`config.mk`:
```
export PLATFORM = sky130hd
export DESIGN_NAME = seq_divider_unsigned
export DESIGN_NICKNAME = d
export VERILOG_FILES = /design/src/rtl/seq_divider_pkg.sv /design/src/rtl/seq_divider_unsigned_div_step.sv /design/src/rtl/seq_divider_unsigned.sv
export SDC_FILE = /design/constraint.sdc
export NUM_CORES = 1
export LEC_CHECK = 0
export ABC_AREA = 1
export BUFFER_PORTS_ARGS = -buffer_cell sky130_fd_sc_hd__clkbuf_2
export CELL_PAD_IN_SITES_DETAIL_PLACEMENT = 2
export CELL_PAD_IN_SITES_GLOBAL_PLACEMENT = 2
export CORE_MARGIN = 2
export CORE_UTILIZATION = 32
export CTS_BUF_LIST = sky130_fd_sc_hd__clkbuf_8
export CTS_CLUSTER_SIZE = 40
export DETAILED_ROUTE_END_ITERATION = 12
export HOLD_SLACK_MARGIN = 0.03
export PLACE_DENSITY = 0.93
export SYNTH_ARGS = -nofsm -noshare
export SYNTH_HDL_FRONTEND = slang
export SYNTH_SLANG_ARGS = --single-unit
```
`constraint.sdc`:
```
create_clock -name clk -period 2.5 [get_ports clk]
set_clock_uncertainty 0.05 [all_clocks]
set_input_delay 0 -clock clk [delete_from_list [all_inputs] [get_ports clk]]
set_output_delay 0 -clock clk [all_outputs]
set_load 0.05 [all_outputs]
```
`src/rtl/seq_divider_pkg.sv`:
```
// Shared types and defaults for the sequential unsigned divider.
package seq_divider_pkg;

    typedef enum logic [1:0] {IDLE, BUSY, DONE} div_state_t;

    localparam int DIV_DEFAULT_WIDTH = 18;

endpackage

```
`src/rtl/seq_divider_unsigned_div_step.sv`:
```
// One radix-2 restoring division iteration: shift in the next dividend bit,
// subtract the divisor when it fits.
import seq_divider_pkg::*;

module div_step #(
    parameter int WIDTH = DIV_DEFAULT_WIDTH
) (
    input  logic [WIDTH:0]   rem,
    input  logic             quo_msb,
    input  logic [WIDTH-1:0] divisor,
    output logic [WIDTH:0]   next_rem,
    output logic             q_bit
);

    logic [WIDTH:0] shifted;
    // The remainder is always below the divisor, so its top bit is zero here.
    logic           rem_top_unused;

    assign rem_top_unused = rem[WIDTH];
    assign shifted        = {rem[WIDTH-1:0], quo_msb};
    assign q_bit          = (shifted >= {1'b0, divisor});
    assign next_rem       = q_bit ? (shifted - {1'b0, divisor}) : shifted;

endmodule

```
`src/rtl/seq_divider_unsigned.sv`:
```
// Multi-cycle unsigned divider, one quotient bit per clock, with
// valid/ready handshakes on operands and results.
import seq_divider_pkg::*;

module seq_divider_unsigned #(
    parameter int WIDTH = DIV_DEFAULT_WIDTH
) (
    input  logic             clk,
    input  logic             rst,
    input  logic             in_valid,
    output logic             in_ready,
    input  logic [WIDTH-1:0] a,
    input  logic [WIDTH-1:0] b,
    output logic             out_valid,
    input  logic             out_ready,
    output logic [WIDTH-1:0] q,
    output logic [WIDTH-1:0] r,
    output logic             div_by_zero
);

    localparam int CNT_W = $clog2(WIDTH + 1);

    div_state_t       state, state_d;
    logic [WIDTH-1:0] quo;
    logic [WIDTH-1:0] divisor;
    logic [WIDTH:0]   rem;
    logic [WIDTH:0]   next_rem;
    logic             q_bit;
    logic [CNT_W-1:0] cnt;
    logic             dbz;
    logic             accept;

    assign in_ready    = (state == IDLE) && !rst;
    assign accept      = in_valid && in_ready;
    assign out_valid   = (state == DONE);
    assign q           = quo;
    assign r           = rem[WIDTH-1:0];
    assign div_by_zero = dbz;

    div_step #(.WIDTH(WIDTH)) u_step (
        .rem      (rem),
        .quo_msb  (quo[WIDTH-1]),
        .divisor  (divisor),
        .next_rem (next_rem),
        .q_bit    (q_bit)
    );

    always_ff @(posedge clk or posedge rst) begin
        if (rst) state <= IDLE;
        else     state <= state_d;
    end

    always_comb begin
        state_d = state;
        case (state)
            IDLE: if (accept) state_d = (b == '0) ? DONE : BUSY;
            BUSY: if (cnt == CNT_W'(1)) state_d = DONE;
            DONE: if (out_ready) state_d = IDLE;
            default: state_d = IDLE;
        endcase
    end

    always_ff @(posedge clk or posedge rst) begin
        if (rst) begin
            quo     <= '0;
            rem     <= '0;
            divisor <= '0;
            cnt     <= '0;
            dbz     <= 1'b0;
        end else begin
            case (state)
                IDLE: begin
                    if (accept) begin
                        divisor <= b;
                        cnt     <= CNT_W'(WIDTH);
                        if (b == '0) begin
                            // Divide by zero skips iteration: saturated quotient, dividend as remainder.
                            quo <= '1;
                            rem <= {1'b0, a};
                            dbz <= 1'b1;
                        end else begin
                            quo <= a;
                            rem <= '0;
                            dbz <= 1'b0;
                        end
                    end
                end
                BUSY: begin
                    rem <= next_rem;
                    quo <= {quo[WIDTH-2:0], q_bit};
                    cnt <= cnt - CNT_W'(1);
                end
                default: ;
            endcase
        end
    end

endmodule

```
==> impl_metrics.json, run 1 <==
{
  "outcome": "complete, but fails checks",
  "violations": "setup timing",
  "drv_cap": 0,
  "tightest_slew_ns": 0.5131,
  "fin_crit_ns": 2.573,
  "arrival_ns": 2.84,
  "path_class": "register to register",
  "area_growth_pct": 27.63,
  "synth_fa_ha_area_share_pct": 5.783,
  "yosys.area.top_type_share_pct": 33.20,
  "crit_slowest_cell": "dfrtp_1",
  "drc": 0,
  "syn_area_sq_mm": 0.004673,
  "totalWireLength_um": 25910,
  "yosysWarningCount": 0,
  "ys_seq_elements": 62,
  "synth_nets": 742,
  "maxSlewViolCount": 0,
  "nets": 861,
  "layout-drive-gt1-share_pct": 23.35,
  "post_synth.cell_area_avg_sq_um": 6.862,
  "finalWorstSetupSlack_ns": -0.07323,
  "worst-path-buf-inv": 1,
  "gp_congestion": 0.8518,
  "hp-class": "input port to async pin",
  "holdWs_ns": 0.1893,
  "crit_fanout": 11,
  "worst_setup_path_start_kind": "register",
  "synth_area_leader_cell": "dfrtp_1",
  "cp_cell_sequence": "ha_1 > nand2_1 > nand2_1 > nand2_1 > nand2_1 > a21oi_2 > nand4_4 > buf_6 > nand2_1 > nand3_1 > a21oi_2",
  "via_count": 5559,
  "overflow": 0,
  "syn_inst": 681,
  "slowest_delay_ns": 0.48,
  "muxShareOfSynthArea_pct": 0,
  "clock.fmax_mhz": 388.6,
  "io_pins": 79,
  "firstDrtPassIters": 5,
  "synth_area_leaders": "dfrtp_1, nand2_1, inv_1",
  "routedWlPerCell_um": 26.20,
  "seq_area_frac_synth_pct": 33.20,
  "dr.first_iter.drc_count": 400,
  "io_buffers": 78,
  "grt_max_degree": 63,
  "hpwl_um": 14110,
  "synth_enable_flop_cells": 0,
  "path_clk_slew_ns": 0.09,
  "h-tree-depth": 3,
  "timing.slew.headroom_pct": 65.71,
  "clock-sinks": 62,
  "cpMostUsedCell": "nand2_1",
  "synth-simple-area-share_pct": 34.86,
  "setup_viol": 4,
  "grt_pass1_vias": 6387,
  "synth_compound_area_share_pct": 11.54,
  "grt_pass1_wl_um": 37660,
  "min_period_over_period_pct": 102.9,
  "numCtsBuffers": 9,
  "die_area_sq_mm": 0.01559,
  "yosysUniqueCellTypes": 37,
  "ctsLongestPathBuffers": 2,
  "synth_flop_cell": "dfrtp_1",
  "synth_top_family_by_area": "simple AND/OR/NAND/NOR gates",
  "vias_per_cell": 5.621,
  "fp.dieH_um": 124.8,
  "die_w_um": 124.8,
  "hold_viol": 0,
  "path_delay_family": "simple AND/OR/NAND/NOR gates",
  "end_kind": "register",
  "ys_async_sr_fraction_pct": 100.0,
  "antenna_found_initial": 0,
  "initial_core_util_pct": 32.40,
  "core_sq_mm": 0.01442,
  "cts_tree": "built",
  "crit_required_ns": 2.76,
  "synth_xor_area_share_pct": 1.499,
  "antennaDiodeCount": 0,
  "clk_latency_ns": 0.42,
  "ant_nets": 0,
  "rows": 44,
  "cts-root-buf": "clkbuf_8",
  "track_usage_pct": 31.82
}
==> synth_stat cells, types with 7 or more instances <==
cell     count
a21oi_1     18
o21ai_0     25
nor2_1      55
dfrtp_1     62
ha_1        20
nand3_1     40
inv_2        9
buf_2        7
nor3_1       8
nand3_2      7
a21oi_2     16
nand2_2     14
a41oi_1     14
inv_1      117
nand2_1    209
==> sequential cells by signal (all words and copies together), names as in the netlist <==
signal,cells
cnt,5
div_by_zero,1
divisor,18
q,18
rem,18
state,2
==> final cells by class <==
cell class              count  area (sq um)
fillers                  1706          8459
multi-input cells         471          2570
flip-flops and latches     62          1553
repair buffers            130         917.1
inverters                 126         473.0
well taps                 184         230.2
clock buffers               9         123.9
clock inverters             7         97.59
==> cell usage in the layout (no fill, tap or decap), types with 4 or more instances in the layout <==
cell and instances:
nor3_1 8, nand2_1 207, nand3_1 39, a41oi_1 14
dfrtp_1 61, clkbuf_2 78, nor2_4 4, buf_4 10
ha_1 12, inv_2 13, a21oi_1 17, xnor2_1 5
dlygate4sd3_1 38, clkbuf_8 9, nor2_2 6, nand3b_1 5
nand3_2 8, inv_1 113, ha_2 7, nor2_1 54
nand4_1 6, nand2_2 16, o21ai_0 25, a21oi_2 16
==> per-stage QoR <==
stage | cell area, sq um | instances | TNS, ns | utilization, % | worst slack [ns]
finish | 5964 | 989 | -0.1048 | 41.35 | -0.07323
global route | 5964 | 989 | -0.4882 | 41.35 | -0.1340
CTS | 5886 | 987 | 0 | 40.81 | 0.1280
detailed placement | 5256 | 931 | -0.08141 | 36.44 | -0.02614
global placement | 5256 | 931 | 0 | 36.44 | 0.1542
floorplan | 4673 | 681 | 0 | - | 0.3322
==> worst paths after layout <==
path / startpoint / to / slack, ns / cells past startpoint
max in group asynchronous: rst / rem[13]$_DFFE_PP0P_ / 1.88 / 4
worst max register to register: rem[15]$_DFFE_PP0P_ / rem[14]$_DFFE_PP0P_ / -0.07 / 11
worst min-delay path: rst / state[1]$_DFFE_PP0P_ / 0.19 / 4
worst max-delay path: rem[15]$_DFFE_PP0P_ / rem[14]$_DFFE_PP0P_ / -0.07 / 11
min in group clk: in_valid / divisor[1]$_DFFE_PP0P_ / 0.19 / 5
worst min register to register: divisor[17]$_DFFE_PP0P_ / divisor[17]$_DFFE_PP0P_ / 0.48 / 2
==> per-layer routing <==
| metal | GRT usage [%] | vias to the layer above | wire [um] |
|---|---|---|---|
| met5 | 0 | - | 0 |
| met4 | 19.61 | 0 | 1692 |
| met3 | 6.529 | 118 | 1452 |
| met2 | 57.63 | 268 | 13580 |
| met1 | 33.71 | 2811 | 9187 |
| li1 | - | 2362 | - |
==> cells by family after synthesis <==
logic type	after synthesis
DFF	62
xor gates and xnor gates	8
and+or+nand+nor	360
AOI/OAI and AO/OA	82
buffers and inverters	148
adders and majority gates	21
==> worst reg2reg max path, cell delays in order, from the launching register on <==
cell,delay [ns]
dfrtp_1,0.48
ha_1,0.45
nand2_1,0.15
nand2_1,0.10
nand2_1,0.10
nand2_1,0.14
a21oi_2,0.25
nand4_4,0.15
buf_6,0.19
nand2_1,0.09
nand3_1,0.11
a21oi_2,0.23
==> what timing repair did <==
item                                   CTS  global route
gates resized for setup                  0            21
pin swaps                                1             3
hold buffers                            38             0
setup buffers                            2             2
setup endpoints to repair                8            14
endpoints found under the hold margin  116             0
Power of run 1 is left out: the tool's default activity adds up to more than one toggle a clock period on the data nets, which glitch-free logic cannot reach.
==> inputs of run 2 (changes only) <==
Clock period 2.5 ns to 2.95 ns, I/O delays scaled along.
==> run 2 against run 1 <==
Against the previous run:
- the run now ends clean
- setup slack improved by 0.17 ns
- hold slack worse by 0.022 ns
- register-to-register slack gained 0.17 ns
- core utilization fell by 0.90 points
- clock-buffer cell count increased by 2
- via count fell by 3.3%
- critical path depth shrank 3
- highest routed layer unchanged
==> impl_metrics.json, run 2 (same netlist as run 1, synthesis figures left out) <==
{
  "outcome": "finished, final reports clean",
  "crit_fanout": 19,
  "die_area_sq_mm": 0.01559,
  "track_usage_pct": 32.61,
  "final_common_cell": "nand2_1",
  "setup_viol": 0,
  "path_clk_slew_ns": 0.10,
  "crit_required_ns": 3.17,
  "end_kind": "register",
  "ant_nets": 0,
  "final_area_sq_mm": 0.005834,
  "routedWlPerCell_um": 25.19,
  "grt_pass1_vias": 6325,
  "totalWireLength_um": 24780,
  "h-tree-depth": 3,
  "overflow": 0,
  "gp_congestion": 0.8614,
  "timing.slew.headroom_pct": 63.10,
  "antenna_found_initial": 1,
  "drc": 0,
  "clock.fmax_mhz": 351.1,
  "hpwl_um": 14450,
  "fin_setup_tns_ns": 0,
  "tightest_slew_ns": 0.5522,
  "holdWs_ns": 0.1670,
  "hp-class": "input port to async pin",
  "io_pins": 79,
  "rows": 44,
  "drv_cap": 0,
  "cts-root-buf": "clkbuf_8",
  "fill_cells": 1740,
  "grt_max_degree": 41,
  "ctsLongestPathBuffers": 2,
  "dr.first_iter.drc_count": 354,
  "nets": 857,
  "clk_latency_ns": 0.40,
  "cts_tree": "built",
  "grt_pass1_wl_um": 38250,
  "clock-sinks": 62,
  "final_cell_mix": "nand2_1, inv_1, clkbuf_2",
  "fin_crit_ns": 2.848,
  "numCtsBuffers": 9,
  "path_class": "register to register",
  "min_period_over_period_pct": 96.55,
  "io_buffers": 78,
  "via_count": 5375,
  "fin_util_pct": 40.45,
  "place_area_sq_mm": 0.005231,
  "maxSlewViolCount": 0,
  "firstDrtPassIters": 5,
  "hold_viol": 0,
  "antennaDiodeCount": 0,
  "vias_per_cell": 5.462,
  "rsz0062_at_grt": "no",
  "fp.dieH_um": 124.8,
  "layout-drive-gt1-share_pct": 20.63,
  "arrival_ns": 3.07,
  "core_sq_mm": 0.01442,
  "worst_setup_path_start_kind": "register",
  "initial_core_util_pct": 32.40,
  "area_growth_pct": 24.85,
  "die_w_um": 124.8
}
-- run 2: what timing repair did --
| action | CTS | global route |
|---|---|---|
| endpoints found under the hold margin | 77 | 0 |
| buffers inserted | 0 | 0 |
| hold buffers | 38 | 0 |
| resized for setup | 0 | 0 |
| endpoints found under the setup margin | 0 | 1 |
-- run 2: routing by layer --
metal  track usage (%)  routed length [um]  up-vias
li1                  -                   -     2358
met1             33.44                9021     2699
met2             57.76               12590      210
met3             7.474                1224      108
met4             24.18                1946        0
met5                 0                   0        -
-- run 2: layout make-up --
cell class / instances / area [sq um] / area share, %
multi-input combinational: 471 / 2511 / 43.04
clock buffer: 11 / 151.4 / 2.595
inverter: 126 / 473.0 / 8.106
tap: 184 / 230.2 / 3.946
timing repair buffer: 126 / 845.8 / 14.50
sequential: 62 / 1551 / 26.59
clock inverter: 4 / 71.32 / 1.222
-- run 2: critical path, stage by stage, from the launching register on --
cell,delay (ns)
dfrtp_1,0.48
ha_1,0.43
a21oi_2,0.27
nand2_1,0.14
a21oi_2,0.27
nand4_4,0.42
nand2_1,0.21
nand3_1,0.09
a21oi_1,0.35
-- run 2: metrics by stage --
step                setup WS [ns]  instances
finish                     0.1017        984
global route              0.02181        984
CTS                        0.3101        984
detailed placement         0.5069        931
global placement           0.7255        931
floorplan                  0.7822        681
-- run 2: worst paths after layout --
check,start,end,slack (ns),depth (start not counted)
setup / recovery,rem[13]$_DFFE_PP0P_,rem[15]$_DFFE_PP0P_,0.10,8
hold / removal,rst,state[1]$_DFFE_PP0P_,0.17,3
setup reg to reg,rem[13]$_DFFE_PP0P_,rem[15]$_DFFE_PP0P_,0.10,8
hold reg to reg,divisor[7]$_DFFE_PP0P_,divisor[7]$_DFFE_PP0P_,0.49,2
max in group asynchronous,rst,q[4]$_DFFE_PP0P_,1.90,4
min in group clk,in_valid,divisor[3]$_DFFE_PP0P_,0.23,4
Power of run 2 is left out for the same reason.
